### src/rtl/arb_pkg.sv
// arb_pkg -- shared definitions for the bus arbiter grant path.
//
// Contents:
//   IDLE / OWNED / RELEASE : state encodings of the grant-hold FSM
//   state_t                : enum built on those encodings
//   popcount()             : number of set bits in a vector (up to 32 bits)
//   onehot_check()         : true when zero or exactly one bit is set
package arb_pkg;

  localparam logic [1:0] IDLE    = 2'd0;
  localparam logic [1:0] OWNED   = 2'd1;
  localparam logic [1:0] RELEASE = 2'd2;

  typedef enum logic [1:0] {
    ST_IDLE    = IDLE,
    ST_OWNED   = OWNED,
    ST_RELEASE = RELEASE
  } state_t;

  // Callers zero-extend their vector to this width, so request vectors
  // wider than 32 masters are not supported by these helpers.
  localparam int MAX_VEC_W = 32;

  function automatic int unsigned popcount(input logic [MAX_VEC_W-1:0] v);
    int unsigned c;
    c = 0;
    for (int i = 0; i < MAX_VEC_W; i++) begin
      c = c + 32'(v[i]);
    end
    return c;
  endfunction

  function automatic logic onehot_check(input logic [MAX_VEC_W-1:0] v);
    return (popcount(v) <= 1);
  endfunction

endpackage

### src/rtl/onehot_to_bin.sv
// onehot_to_bin -- combinational one-hot to binary index encoder.
//
// Ports:
//   onehot [W_INPUT]        : one-hot (or all-zero) input vector
//   bin    [clog2(W_INPUT)] : index of the set bit, 0 when input is zero
module onehot_to_bin #(
  parameter  int W_INPUT = 4,
  localparam int W_OUT   = (W_INPUT > 1) ? $clog2(W_INPUT) : 1
) (
  input  logic [W_INPUT-1:0] onehot,
  output logic [W_OUT-1:0]   bin
);

  // OR of the indices of all set bits; exact for one-hot or zero input.
  always_comb begin
    bin = '0;
    for (int i = 0; i < W_INPUT; i++) begin
      if (onehot[i]) begin
        bin = bin | W_OUT'(i);
      end
    end
  end

endmodule

### src/rtl/grant_hold.sv
// grant_hold -- registered grant stage behind the one-hot priority picker.
//
// Captures the picker's one-hot selection into a registered bus grant, holds
// it while the owner still requests or has transfers outstanding, and
// releases it on request drop or on hold timeout, with one dead turnaround
// cycle before the bus can be re-granted.
//
// Transfer interface (no back-pressure): xfer_start is a single-cycle strobe
// meaning the owner issued one transfer this cycle; xfer_done is a
// single-cycle strobe meaning one of the owner's transfers completed. Both
// high in the same cycle leave the outstanding count unchanged.
//
// Ports:
//   clk        : clock, rising edge
//   rst        : asynchronous active-high reset
//   req        : raw master request bits
//   pick       : one-hot (or zero) selection from the priority picker
//   xfer_start : owner issues a transfer this cycle
//   xfer_done  : one owner transfer completes this cycle
//   gnt        : registered one-hot grant
//   gnt_idx    : registered binary index of gnt (0 when gnt is 0)
//   gnt_valid  : registered gnt != 0
//   timeout    : one-cycle pulse in the last owned cycle of a forced release
//   err        : sticky error (bad pick, outstanding overflow, stray start)
//   dbg_state  : current FSM state (IDLE/OWNED/RELEASE encodings)
module grant_hold
  import arb_pkg::*;
#(
  parameter int N_MASTERS = 4,
  parameter int W_OUTST   = 3,
  parameter int MAX_HOLD  = 16
) (
  input  logic                         clk,
  input  logic                         rst,
  input  logic [N_MASTERS-1:0]         req,
  input  logic [N_MASTERS-1:0]         pick,
  input  logic                         xfer_start,
  input  logic                         xfer_done,
  output logic [N_MASTERS-1:0]         gnt,
  output logic [$clog2(N_MASTERS)-1:0] gnt_idx,
  output logic                         gnt_valid,
  output logic                         timeout,
  output logic                         err,
  output logic [1:0]                   dbg_state
);

  localparam int IW = $clog2(N_MASTERS);
  localparam int HW = $clog2(MAX_HOLD);
  localparam logic [W_OUTST-1:0] OUT_MAX  = '1;
  localparam logic [HW-1:0]      HOLD_MAX = HW'(MAX_HOLD - 1);

  state_t               state_q, state_d;
  logic [N_MASTERS-1:0] gnt_q, gnt_d;
  logic [IW-1:0]        idx_q, idx_d;
  logic                 valid_q;
  logic [W_OUTST-1:0]   outst_q, outst_d;
  logic [HW-1:0]        hold_q, hold_d;
  logic                 err_q, err_d;
  logic                 timeout_c;
  logic                 owner_req;

  assign owner_req = |(req & gnt_q);

  always_comb begin
    state_d   = state_q;
    gnt_d     = gnt_q;
    outst_d   = outst_q;
    hold_d    = hold_q;
    err_d     = err_q;
    timeout_c = 1'b0;

    case (state_q)
      ST_IDLE: begin
        outst_d = '0;
        hold_d  = '0;
        if (xfer_start) begin
          err_d = 1'b1;
        end
        if (!onehot_check(32'(pick))) begin
          err_d = 1'b1;
        end else if (|(pick & req)) begin
          gnt_d   = pick;
          state_d = ST_OWNED;
        end
      end

      ST_OWNED: begin
        // Simultaneous start and done cancel out, so neither overflows.
        if (xfer_start && !xfer_done) begin
          if (outst_q == OUT_MAX) begin
            err_d = 1'b1;
          end else begin
            outst_d = outst_q + 1'b1;
          end
        end else if (xfer_done && !xfer_start && (outst_q != '0)) begin
          outst_d = outst_q - 1'b1;
        end

        // Release decisions look at the count after this cycle's update,
        // so the grant drops on the edge that retires the last transfer.
        if (outst_d != '0) begin
          hold_d = '0;
        end else if (hold_q == HOLD_MAX) begin
          timeout_c = 1'b1;
          state_d   = ST_RELEASE;
          gnt_d     = '0;
          hold_d    = '0;
        end else if (!owner_req) begin
          state_d = ST_RELEASE;
          gnt_d   = '0;
          hold_d  = '0;
        end else begin
          hold_d = hold_q + 1'b1;
        end
      end

      ST_RELEASE: begin
        // Bus turnaround: pick is deliberately not sampled here.
        state_d = ST_IDLE;
        gnt_d   = '0;
        hold_d  = '0;
        outst_d = '0;
        if (xfer_start) begin
          err_d = 1'b1;
        end
      end

      default: begin
        state_d = ST_IDLE;
        gnt_d   = '0;
        hold_d  = '0;
        outst_d = '0;
      end
    endcase
  end

  // Index is encoded from the next grant so gnt, gnt_idx and gnt_valid
  // all update on the same edge.
  onehot_to_bin #(
    .W_INPUT (N_MASTERS)
  ) u_enc (
    .onehot (gnt_d),
    .bin    (idx_d)
  );

  always_ff @(posedge clk or posedge rst) begin
    if (rst) begin
      state_q <= ST_IDLE;
      gnt_q   <= '0;
      idx_q   <= '0;
      valid_q <= 1'b0;
      outst_q <= '0;
      hold_q  <= '0;
      err_q   <= 1'b0;
    end else begin
      state_q <= state_d;
      gnt_q   <= gnt_d;
      idx_q   <= idx_d;
      valid_q <= |gnt_d;
      outst_q <= outst_d;
      hold_q  <= hold_d;
      err_q   <= err_d;
    end
  end

  assign gnt       = gnt_q;
  assign gnt_idx   = idx_q;
  assign gnt_valid = valid_q;
  assign timeout   = timeout_c;
  assign err       = err_q;
  assign dbg_state = state_q;

endmodule

### config.mk
export PLATFORM = sky130hd
export DESIGN_NAME = grant_hold
export DESIGN_NICKNAME = d
export VERILOG_FILES = /design/src/rtl/arb_pkg.sv /design/src/rtl/onehot_to_bin.sv /design/src/rtl/grant_hold.sv
export SDC_FILE = /design/constraint.sdc
export NUM_CORES = 1
export LEC_CHECK = 0
export BUFFER_PORTS_ARGS = -buffer_cell sky130_fd_sc_hd__clkbuf_2
export CAP_MARGIN = 30
export CORE_MARGIN = 1.5
export CORE_UTILIZATION = 55
export DETAILED_ROUTE_END_ITERATION = 10
export GPL_TIMING_DRIVEN = 0
export PLACE_DENSITY = 0.86
export SYNTH_ARGS = -nofsm -noshare
export SYNTH_HDL_FRONTEND = slang
export SYNTH_SLANG_ARGS = --single-unit
### constraint.sdc
create_clock -name clk -period 3 [get_ports clk]
set_input_delay 0.6 -clock clk [delete_from_list [all_inputs] [get_ports clk]]
set_output_delay 0.6 -clock clk [all_outputs]
set_load 0.05 [all_outputs]
### Word-level counts from Yosys, hierarchy flattened

Index checks and enable logic that the tools add are counted.

| word-level totals | value |
|---|---|
| output and inout port bits | 11 |
| register bits after elaboration | 17 |
| input bits | 12 |
| logic and storage cells | 72 |

| cells by class | value |
|---|---|
| bitwise gates (word level) | 2 |
| add/sub/neg operators | 6 |
| reduce and logical (&&, ||, !) cells | 14 |
| equality and inequality tests | 10 |
| $lt $le $gt $ge | 1 |
| multiplexer cells | 32 |

Operators with widths:

| kind | number |
|---|---|
| two-way mux 4 bit | 9 |
| two-way mux 3 bit | 5 |
| two-way mux 2 bit | 7 |
| OR reduction 4 bit | 3 |
| != test 2 bit (second input constant) | 5 |
| nonzero test 3 bit | 3 |
| bitwise AND 4 bit | 2 |
| two-way mux 1 bit | 8 |
| one-hot mux 4 bit (2 select lines) | 1 |
| adder 3 x 1 -> 4 bit | 1 |
| adder 4 x 1 -> 4 bit (second input constant) | 1 |
| == test 4 bit (second input constant) | 1 |
| <= comparator 4 x 1 -> 1 bit (second input constant) | 1 |
| one-hot mux 2 bit (2 select lines) | 1 |
| AND reduction 4 bit | 1 |
| adder 2 x 1 -> 3 bit | 1 |
| adder 3 x 1 -> 3 bit (second input constant) | 1 |
| == test 3 bit (second input constant) | 1 |
| logical AND 1 bit | 3 |
| != test 3 bit (second input constant) | 1 |
| one-hot mux 1 bit (3 select lines) | 1 |
| AND reduction 3 bit | 1 |
| subtractor 3 x 1 -> 3 bit (second input constant) | 1 |
| adder 1 x 1 -> 2 bit | 1 |
| 4 further kinds | 5 |

### Logic depth before layout (Yosys ltp)

Gate-level depths: netlist (run 1).

| logic depth | value |
|---|---|
| depth in word-level cells | 12 |
| gate-level depth with buffers | 8 |
| gate-level depth less buffers | 7 |

### Modules after synthesis

From an unflattened synthesis (run 1), not the netlist that was laid out.

| unflattened totals | value |
|---|---|
| cell total of the unflattened synthesis | 116 |
| area total of the unflattened synthesis | 1118.6 um2 |

Modules (own cells, without submodules):

| module | seq. area each (um2) | times used | cells each | area an instance (um2) |
|---|---|---|---|---|
| grant_hold | 425.4 | 1 | 114 | 1106.1 |
| onehot_to_bin | 0.0 | 1 | 2 | 12.5 |

### Least setup slack after synthesis (run 1)

OpenSTA, ideal clock, no wires.

| path | value |
|---|---|
| path type | in2out |
| from | input xfer_done |
| to | output timeout |
| cell stages on the path | 6 |
| buffers on the path | 1 |
| setup slack | 0.376 ns |
| data required time | 2.400 ns |
| arrival time | 2.024 ns |
| cell sequence | buf_4 -> nor2b_1 -> a22o_4 -> xnor2_2 -> nor3_1 -> and3_1 |

| on the way | value |
|---|---|
| cells in the longest elaborated chain, start to end | 8 |
| elaborated cells between the ends (all ways) | 10 |
| classes of those cells | mux (5); reduce/logical (5) |

RTL lines:

| item | line | text |
|---|---|---|
| start: declaration | grant_hold.sv:38 | `input logic xfer_done,` |
| logical AND 1 bit (2 in a row) | grant_hold.sv:95 | `end else if (xfer_done && !xfer_start && (outst_q != '0)) begin` |
| two-way mux 3 bit | grant_hold.sv:95 |  |
| two-way mux 3 bit * | grant_hold.sv:89 | `if (xfer_start && !xfer_done) begin` |
| two-way mux 3 bit * | grant_hold.sv:72 | `case (state_q)` |
| nonzero test 3 bit * | grant_hold.sv:101 | `if (outst_d != '0) begin` |
| two-way mux 1 bit * | grant_hold.sv:101 |  |
| two-way mux 1 bit * | grant_hold.sv:72 |  |
| end: declaration | grant_hold.sv:42 | `output logic timeout,` |

Mark *: on every way between the ends. The rest lies on a longest branch, timed or not. The select of a mux whose other input is x is not followed.

### Final worst setup path (run 1)

| path | value |
|---|---|
| from | register outst_q[1] |
| to | output timeout |

| on the way | value |
|---|---|
| cells in the longest elaborated chain, start to end | 8 |
| elaborated cells between the ends (all ways) | 12 |
| classes of those cells | add/sub (2); eq/ne (1); mux (6); reduce/logical (3) |

RTL lines:

| item | line | text |
|---|---|---|
| start: declaration | grant_hold.sv:56 | `logic [W_OUTST-1:0] outst_q, outst_d;` |
| start signal: assignment | grant_hold.sv:160 | `outst_q <= outst_d;` |
| branches (longest 3 deep; another with subtractor 3 x 1 -> 3 bit) | n/a |  |
| two-way mux 3 bit * | grant_hold.sv:89 |  |
| two-way mux 3 bit * | grant_hold.sv:72 |  |
| nonzero test 3 bit * | grant_hold.sv:101 |  |
| two-way mux 1 bit * | grant_hold.sv:101 |  |
| two-way mux 1 bit * | grant_hold.sv:72 |  |

Every way passes the cells marked *. The select of a mux whose other input is x is not followed.

==> results of run 1 <==
## cell usage after synthesis (2+ instances only)
cell type and n:
a21oi_1 8, a22o_1 2, a22oi_1 2, and3_1 5
buf_6 2, dfrtp_1 17, ha_1 8, inv_1 16
mux2i_1 2, nand2_1 5, nand2b_1 2, nand2b_4 2
nand3_1 2, nor2_1 8, nor2b_1 3, nor4b_1 3
o211ai_1 2, o211ai_2 3, o21ai_0 3, o21ai_1 5
o22ai_1 2, xnor2_1 3
## stage by stage
stage	worst slack (ns)	hold slack [ns]	cells	utilization [%]	total power [mW]
2_1_floorplan	0.3763	0.4353	127	-	0.8577
4_1_cts	0.02697	0.3736	179	65.33	1.135
5_1_grt	0.009853	0.4136	180	65.96	1.214
6_report	0.1274	0.3445	180	65.96	1.142
3_3_place_gp	0.2929	0.4592	175	63.74	0.9769
3_5_place_dp	0.2207	0.4713	175	63.74	0.9992
## layer usage
metal | track usage (%) | up-vias | part of all wire [%]
met3 | 3.216 | 8 | 4.6
li1 | - | 507 | -
met1 | 32.12 | 517 | 44
met2 | 38.60 | 34 | 50
met5 | 0 | - | 0
met4 | 8.559 | 0 | 1.7
## registers in the layout, summed over array words and instances, names as in the netlist
| name | cells |
|---|---|
| outst_q | 3 |
| gnt_valid | 1 |
| gnt_idx | 2 |
| hold_q | 4 |
| err | 1 |
| dbg_state | 2 |
| gnt | 4 |
## worst paths after layout
check | start | endpoint | slack, ns | cells after the start
hold / removal | rst | hold_q[0] | 0.34 | 2
min in group clk | hold_q[0] | hold_q[0] | 0.49 | 1
setup / recovery | outst_q[1] | timeout | 0.13 | 8
setup reg to reg | outst_q[1] | gnt_idx[0] | 0.73 | 7
max in group asynchronous | rst | gnt[0] | 2.24 | 2
hold reg to reg | hold_q[0] | hold_q[0] | 0.49 | 1
## power groups by stage
| stage | clock network, mW | logic (mW) | registers [mW] |
|---|---|---|---|
| CTS | 0.128 | 0.664 | 0.343 |
| global route | 0.137 | 0.720 | 0.357 |
| global placement | 0 | 0.633 | 0.344 |
| detailed placement | 0 | 0.652 | 0.347 |
| finish | 0.128 | 0.669 | 0.345 |
| floorplan | 0 | 0.338 | 0.519 |
## logic make-up (layout without fill, tap and decap cells)
| logic type | count (synthesis) | count (layout) | synth area share [%] |
|---|---|---|---|
| xor+xnor | 4 | 4 | 3.374 |
| fa+ha+maj | 9 | 9 | 9.524 |
| simple gates | 35 | 35 | 17.36 |
| compound gates | 40 | 40 | 26.89 |
| mux | 2 | 2 | 1.587 |
| buf+inv | 20 | 45 | 7.540 |
| flops | 17 | 17 | 33.73 |
## timing repair
action | in CTS | in global routing
resized for setup | 2 | 4
buffers inserted | 0 | 1
endpoints found under the setup margin | 1 | 1
hold buffers | 0 | 0
pin swaps | 0 | 1
## critical path: stages (launching register included)
cell	delay [ns]
dfrtp_1	0.45
inv_2	0.11
ha_2	0.28
a21boi_1	0.16
o21ai_4	0.17
o211ai_2	0.16
nor3_2	0.22
and3_1	0.20
clkbuf_4	0.23
## layout make-up
cell class	count	area (um2)	share of cell area, %
plain buffers	4	35.03	2.424
clock buffers	3	22.52	1.558
clock inverters	1	5.005	0.3463
inverters	16	60.06	4.156
multi-input cells	90	752.0	52.03
flip-flops and latches	17	425.4	29.44
well taps	28	35.03	2.424
repair buffers	21	110.1	7.619
## cell usage in the layout, fill, tap and decap left out, drive strengths merged, types with 4 or more instances in the layout
master | netlist | routed
clkbuf | 0 | 23
dfrtp | 17 | 17
inv | 16 | 16
o21ai | 9 | 9
a21oi | 8 | 8
nor2 | 8 | 8
ha | 8 | 8
and3 | 6 | 6
nand2 | 5 | 5
o211ai | 5 | 5
buf | 4 | 5
nor2b | 4 | 4
xnor2 | 4 | 4
nand2b | 4 | 4
==> results.sh, run 1 <==
export IMPL_syn_cell_area_um2=1261
export IMPL_period_needed_ns=2.873
export IMPL_wl_um=2756
export IMPL_coreArea_um2=2191
export IMPL_ioPinCount=23
export IMPL_maxCapViolCount=0
export IMPL_clkPwrFrac_pct=11.2
export IMPL_clkTransAtPathRegs_ns=0.11
export IMPL_setup_viol=0
export IMPL_antenna_found_initial=0
export IMPL_cts_tree="built"
export IMPL_drive_above_1_share_pct=31.58
export IMPL_yosys_area_top_type="dfrtp_1"
export IMPL_drt_pass1_iterations=4
export IMPL_p_int_mw=0.5522
export IMPL_post_drt_wl_per_cell_um=15.31
export IMPL_via_per_inst=5.922
export IMPL_clk_latency_ns=0.30
export IMPL_nNetsFinal=174
export IMPL_hpwl_um=2106
export IMPL_slew_violations=0
export IMPL_skew_ns=0.008598
export IMPL_h_tree_depth=1
export IMPL_fmax_mhz=348.1
export IMPL_hold_path_class="in -> async"
export IMPL_run_status="finished clean"
export IMPL_start_kind="flip-flop"
export IMPL_design_area_um2=1445
export IMPL_yosysWarnings=0
export IMPL_syn2layout_area_growth_pct=14.58
export IMPL_vias=1066
export IMPL_finalWeightedCongestion=0.9315
export IMPL_num_rows=17
export IMPL_die_y_um=50.89
export IMPL_placed_area_um2=1396
export IMPL_ys_async_sr_fraction_pct=100.0
export IMPL_grt_max_degree=18
export IMPL_n_fill_cell=174
export IMPL_ys_ff_latch=17
export IMPL_required_ns=2.40
export IMPL_clk_path_buf_depth=2
export IMPL_syn_inst=127
export IMPL_grt_first_pass_wirelength_um=4629
export IMPL_synth_seq_area_share_pct=33.73
export IMPL_p_sw_share_pct=51.65
export IMPL_p_leak_nw=0.7076
export IMPL_synth_top_cell_area_share_pct=33.73
export IMPL_synth_avg_cell_area_um2=9.931
export IMPL_critPathMaxFanout=5
export IMPL_slew_headroom_pct=57.25
export IMPL_tns_ns=0
export IMPL_grtUsageTotal_pct=23.58
export IMPL_fin_crit_sh_pct=95.75
export IMPL_io_buffers=20
export IMPL_num_antenna_cells=0
export IMPL_sequentialPowerShare_pct=30.2
export IMPL_detail_route_antenna_nets=0
export IMPL_synth_edf_count=0
export IMPL_drc=0
export IMPL_die_x_um=50.89
export IMPL_cts_buffers=3
export IMPL_cts_sinks=17
export IMPL_path_class="reg -> out"
export IMPL_grt_pass1_vias=1006
export IMPL_design_die_area_um2=2589
export IMPL_cp_data_arrival_time_ns=2.27
export IMPL_critPathCaptureType="output pin"
export IMPL_power_frac_comb_pct=58.6
export IMPL_rsz0062_at_grt="no"
export IMPL_power_density_nw_per_um2=790.2
export IMPL_ir_drop_mv=0.6320
export IMPL_synth_distinct_cells=44
export IMPL_clockRootBuffer="clkbuf_4"
export IMPL_tightest_slew_ns=0.6406
export IMPL_start_util_pct=57.57
export IMPL_switchingPower_mw=0.5898
export IMPL_synth_fp_nets=148
export IMPL_hold_violations=0
export IMPL_synth_main_ff_cell="dfrtp_1"
export IMPL_overflow=0
export IMPL_drtIter0Drc=35
export IMPL_yosys_top_cells_area="dfrtp_1, ha_1, inv_1"
Note: power is estimated with default switching activity, not from simulation.
==> inputs of run 2 (changes only) <==
==> constraint.sdc (replaced) <==
create_clock -name clk -period 3 [get_ports clk]
set_input_delay 0.3 -clock clk [delete_from_list [all_inputs] [get_ports clk]]
set_output_delay 0.3 -clock clk [all_outputs]
set_load 0.05 [all_outputs]
==> run 2 against run 1 <==
Sequential power hardly changed. Critical endpoint unchanged. Hold slack got worse by 0.30 ns. Final area fell by 1.1%. Critical path type unchanged. Via count is 0.19% higher.
==> results.sh, run 2 (synthesis results as in run 1) <==
export IMPL_vias=1068
export IMPL_ioPinCount=23
export IMPL_cts_tree="built"
export IMPL_wl_met2_um=1345
export IMPL_grt_max_degree=18
export IMPL_required_ns=2.70
export IMPL_hold_violations=0
export IMPL_design_area_um2=1429
export IMPL_grt_first_pass_wirelength_um=4629
export IMPL_r2r_start="outst_q[1]"
export IMPL_wl_um=2716
export IMPL_startpoint="outst_q[1]"
export IMPL_detail_route_antenna_nets=0
export IMPL_via_per_inst=5.966
export IMPL_die_x_um=50.89
export IMPL_clk_path_buf_depth=2
export IMPL_design_die_area_um2=2589
export IMPL_run_status="finished clean"
export IMPL_die_y_um=50.89
export IMPL_cts_sinks=17
export IMPL_timing_rr_end="gnt_idx[0]"
export IMPL_drive_above_1_share_pct=28.48
export IMPL_cts_setup_buffers=0
export IMPL_drc=0
export IMPL_clk_latency_ns=0.30
export IMPL_wl_met3_um=143
export IMPL_syn2layout_area_growth_pct=13.29
export IMPL_grtUsageTotal_pct=23.58
export IMPL_tns_ns=0
export IMPL_ctsResizeCount=0
export IMPL_hold_ws_ns=0.04576
export IMPL_met1_length_um=1179
export IMPL_cts_hold_buf=0
export IMPL_drtIter0Drc=32
export IMPL_nNetsFinal=173
export IMPL_placed_area_um2=1396
export IMPL_tightest_slew_ns=0.6314
export IMPL_setup_viol=0
export IMPL_critPathMaxFanout=5
export IMPL_total_power_mw=1.135
export IMPL_slew_headroom_pct=57.86
export IMPL_rsz0062_at_grt="no"
export IMPL_power_density_nw_per_um2=794.0
export IMPL_antenna_found_initial=0
export IMPL_highest_layer="met4"
export IMPL_cts_buffers=3
export IMPL_coreArea_um2=2191
export IMPL_timing_final_ws_setup_ns=0.2497
export IMPL_post_drt_wl_per_cell_um=15.17
export IMPL_place_inst=175
export IMPL_num_rows=17
export IMPL_stdcell_count=179
export IMPL_hold_path_class="in -> async"
export IMPL_fmax_mhz=363.6
export IMPL_ir_drop_mv=0.6321
export IMPL_maxCapViolCount=0
export IMPL_grt_pass1_vias=1005
export IMPL_slew_violations=0
export IMPL_clkTransAtPathRegs_ns=0.10
export IMPL_cp_data_arrival_time_ns=2.45
export IMPL_overflow=0
export IMPL_final_util_pct=65.22
export IMPL_drt_pass1_iterations=4
export IMPL_finalWeightedCongestion=0.9315
export IMPL_critPathCaptureType="output pin"
export IMPL_io_buffers=20
export IMPL_reg2reg_slack_ns=0.68
export IMPL_post_place_ws_ns=0.5207
export IMPL_r2r_cells=7
export IMPL_start_util_pct=57.57
export IMPL_hpwl_um=2106
export IMPL_start_kind="flip-flop"
export IMPL_final_common_cell="clkbuf_2"
export IMPL_clockRootBuffer="clkbuf_4"
export IMPL_endpoint="timeout"
export IMPL_final_cell_mix="clkbuf_2, dfrtp_1, inv_1"
export IMPL_period_needed_ns=2.750
export IMPL_skew_ns=0.003132
export IMPL_fin_crit_sh_pct=91.68
export IMPL_h_tree_depth=1
export IMPL_num_antenna_cells=0
export IMPL_p_leak_nw=0.7019
export IMPL_path_class="reg -> out"
## run 2: worst max-delay path, stage by stage, from the launching register on
cell	delay, ns
dfrtp_1	0.45
inv_1	0.12
ha_1	0.31
a21boi_1	0.16
o21ai_4	0.17
o211ai_2	0.17
nor3_2	0.29
and3_1	0.20
clkbuf_2	0.27
## run 2: report_power, final
part | internal, mW | total [mW] | switching (mW)
clock | 0.0497 | 0.126 | 0.0767
sequential | 0.288 | 0.344 | 0.0555
combinational | 0.211 | 0.664 | 0.454
## run 2: final cells by class
| type | instances | area, um2 |
|---|---|---|
| fill | 173 | 762.0 |
| tap | 28 | 35.03 |
| buffer | 4 | 35.03 |
| clock buffer | 3 | 22.52 |
| inverter | 16 | 60.06 |
| clock inverter | 1 | 5.005 |
| sequential | 17 | 425.4 |
| multi-input combinational | 90 | 745.7 |
| timing repair buffer | 20 | 100.1 |
## run 2: worst min path at each step
stage	start	endpoint	slack, ns
after global placement	rst	hold_q[2]	0.40
after floorplan	rst	dbg_state[0]	0.23
after CTS	rst	hold_q[0]	0.07
final	rst	hold_q[0]	0.05
after global routing	rst	hold_q[0]	0.11
after detailed placement	rst	gnt_idx[0]	0.40
## run 2: metal layers
metal / vias to the layer above / GRT usage, %
met1: 518 / 32.12
met3: 7 / 3.216
met2: 40 / 38.60
met5: - / 0
met4: 0 / 8.559
li1: 503 / -
==> inputs of run 3 (changes only) <==
--- a/config.mk
+++ b/config.mk
@@ -8,10 +8,12 @@
 export BUFFER_PORTS_ARGS = -buffer_cell sky130_fd_sc_hd__clkbuf_2
 export CAP_MARGIN = 30
 export CORE_MARGIN = 1.5
-export CORE_UTILIZATION = 55
+export CORE_UTILIZATION = 53
 export DETAILED_ROUTE_END_ITERATION = 10
 export GPL_TIMING_DRIVEN = 0
-export PLACE_DENSITY = 0.86
+export PLACE_DENSITY = 0.85
+export SLEW_MARGIN = 20
 export SYNTH_ARGS = -nofsm -noshare
 export SYNTH_HDL_FRONTEND = slang
+export SYNTH_HIERARCHICAL = 1
 export SYNTH_SLANG_ARGS = --single-unit
==> run 3 against run 2 <==
Clock skew down 0.0015 ns. Critical endpoint unchanged. Largest power group unchanged. Utilization is 0.13 points lower. Sequential power rose by 5%. Combinational power increased by 10%. Wire length down 15%.
==> results.sh, run 3 <==
export IMPL_rsz0062_at_grt="no"
export IMPL_via_per_inst=5.562
export IMPL_maxCapViolCount=0
export IMPL_run_status="finished clean"
export IMPL_syn2layout_area_growth_pct=15.32
export IMPL_final_cell_mix="clkbuf_2, dfrtp_1, nor2_1"
export IMPL_period_needed_ns=2.640
export IMPL_power_density_nw_per_um2=944.7
export IMPL_grt_pass1_vias=891
export IMPL_wl_um=2300
export IMPL_ys_ff_latch=17
export IMPL_p_int_mw=0.5850
export IMPL_num_rows=16
export IMPL_syn_inst=116
export IMPL_tightest_slew_ns=0.6436
export IMPL_p_leak_nw=0.6169
export IMPL_setup_viol=0
export IMPL_path_class="reg -> out"
export IMPL_startpoint="outst_q[1]"
export IMPL_overflow=0
export IMPL_yosysWarnings=6
export IMPL_grt_use_met2_pct=37.67
export IMPL_critPathMaxFanout=6
export IMPL_clk_path_buf_depth=2
export IMPL_slew_headroom_pct=57.04
export IMPL_tns_ns=0
export IMPL_detail_route_antenna_nets=0
export IMPL_vias=940
export IMPL_drtIter0Drc=13
export IMPL_cts_sinks=17
export IMPL_synth_common_cells="dfrtp_1, nor2_1, inv_1, a21oi_1"
export IMPL_total_power_mw=1.219
export IMPL_final_common_cell="clkbuf_2"
export IMPL_cts_setup_buffers=0
export IMPL_seq_area_um2=425.4
export IMPL_hpwl_um=1857
export IMPL_globalRouteMet1Util_pct=26.60
export IMPL_h_tree_depth=1
export IMPL_slew_violations=0
export IMPL_r2r_start="outst_q[1]"
export IMPL_power_frac_comb_pct=60.2
export IMPL_cts_buffers=3
export IMPL_n_fill_cell=169
export IMPL_hold_path_class="in -> async"
export IMPL_ioPinCount=23
export IMPL_hold_violations=0
export IMPL_skew_ns=0.001636
export IMPL_clkPwrFrac_pct=10.3
export IMPL_synth_distinct_cells=37
export IMPL_io_buffers=22
export IMPL_synth_seq_area_share_pct=38.03
export IMPL_grt_max_degree=18
export IMPL_clkTransAtPathRegs_ns=0.10
export IMPL_syn_cell_area_um2=1119
export IMPL_top_usage_layer="met2"
export IMPL_drive_above_1_share_pct=23.94
export IMPL_ctsResizeCount=0
export IMPL_num_antenna_cells=0
export IMPL_grt_use_met3_pct=3.374
export IMPL_critPathCaptureType="output pin"
export IMPL_drc=0
export IMPL_clockRootBuffer="clkbuf_4"
export IMPL_synth_main_ff_cell="dfrtp_1"
export IMPL_coreArea_um2=1982
export IMPL_synth_fp_nets=137
export IMPL_ys_async_sr_fraction_pct=100.0
export IMPL_ir_drop_mv=0.6874
export IMPL_finalWeightedCongestion=0.8226
export IMPL_hold_ws_ns=0.05534
export IMPL_drt_pass1_iterations=4
export IMPL_required_ns=2.70
export IMPL_design_die_area_um2=2395
export IMPL_yosys_top_cells_area="dfrtp_1, ha_1, a22o_1"
export IMPL_cts_tree="built"
export IMPL_start_kind="flip-flop"
export IMPL_post_drt_wl_per_cell_um=13.61
export IMPL_cp_data_arrival_time_ns=2.34
export IMPL_multiInputGateArea_um2=644.4
export IMPL_nNetsFinal=164
export IMPL_synth_most_common_cell="dfrtp_1"
export IMPL_start_util_pct=56.44
export IMPL_fin_crit_sh_pct=87.99
export IMPL_switchingPower_mw=0.6336
export IMPL_antenna_found_initial=0
export IMPL_die_y_um=48.94
export IMPL_synth_edf_count=0
export IMPL_synth_top_cell_area_share_pct=38.03
export IMPL_sequentialPowerShare_pct=29.5
export IMPL_fmax_mhz=378.8
export IMPL_yosys_area_top_type="dfrtp_1"
export IMPL_cts_hold_buf=0
export IMPL_grtUsageTotal_pct=21.57
export IMPL_die_x_um=48.94
export IMPL_synth_avg_cell_area_um2=9.643
export IMPL_clk_latency_ns=0.30
export IMPL_p_sw_share_pct=51.99
export IMPL_grt_first_pass_wirelength_um=3953
-- run 3: worst paths after layout --
path	end	slack (ns)	depth (start not counted)
worst min-delay path	gnt[2]	0.06	2
min in group clk	hold_q[0]	0.48	1
worst max-delay path	timeout	0.36	8
worst min register to register	hold_q[0]	0.48	1
max in group asynchronous	hold_q[2]	2.54	2
worst max register to register	gnt_idx[1]	0.66	8
-- run 3: final cells by class --
cell class | count | area share (%)
Buffer | 2 | 0.5820
Clock buffer | 3 | 1.746
Multi-Input combinational cell | 86 | 49.95
Tap cell | 27 | 2.619
Sequential cell | 17 | 32.98
Inverter | 11 | 3.201
Clock inverter | 1 | 0.3880
Timing Repair Buffer | 22 | 8.535
-- run 3: kinds of logic (layout without fill, tap and decap cells) --
| group | count (synthesis) | after routing | share of synthesized area [%] |
|---|---|---|---|
| and+or+nand+nor | 40 | 40 | 17.90 |
| xor gates and xnor gates | 3 | 3 | 3.021 |
| adders and majority gates | 9 | 9 | 10.74 |
| buffers and inverters | 13 | 39 | 4.362 |
| DFF | 17 | 17 | 38.03 |
| AOI/OAI and AO/OA | 34 | 34 | 25.95 |
-- run 3: routing by layer --
metal	vias to the layer above	share of wire (%)
met4	0	2.0
met5	-	0
met1	446	43
met2	23	51
met3	4	3.3
li1	467	-
-- run 3: worst max-delay path: stages (launching register included) --
cell,delay [ns]
dfrtp_1,0.41
inv_1,0.12
ha_1,0.18
nor2b_1,0.28
o22ai_2,0.14
xnor2_2,0.32
nand3_1,0.15
nor2_1,0.14
clkbuf_2,0.28
-- run 3: per-stage QoR --
stage | util (%) | area [um2] | cells | setup slack (ns)
5_1_grt | 65.09 | 1290 | 169 | 0.1522
2_1_floorplan | - | 1119 | 116 | 0.5998
3_3_place_gp | 63.70 | 1262 | 165 | 0.6959
3_5_place_dp | 63.70 | 1262 | 165 | 0.6501
4_1_cts | 65.09 | 1290 | 169 | 0.3413
6_report | 65.09 | 1290 | 169 | 0.3604
-- run 3: power by group through the flow --
stage                     clock network [mW]  registers (mW)  logic, mW
after floorplan                            0           0.559      0.371
after global placement                     0           0.361      0.704
after detailed placement                   0           0.364      0.731
after CTS                              0.130           0.359      0.734
after global routing                   0.145           0.366      0.795
final                                  0.126           0.360      0.733
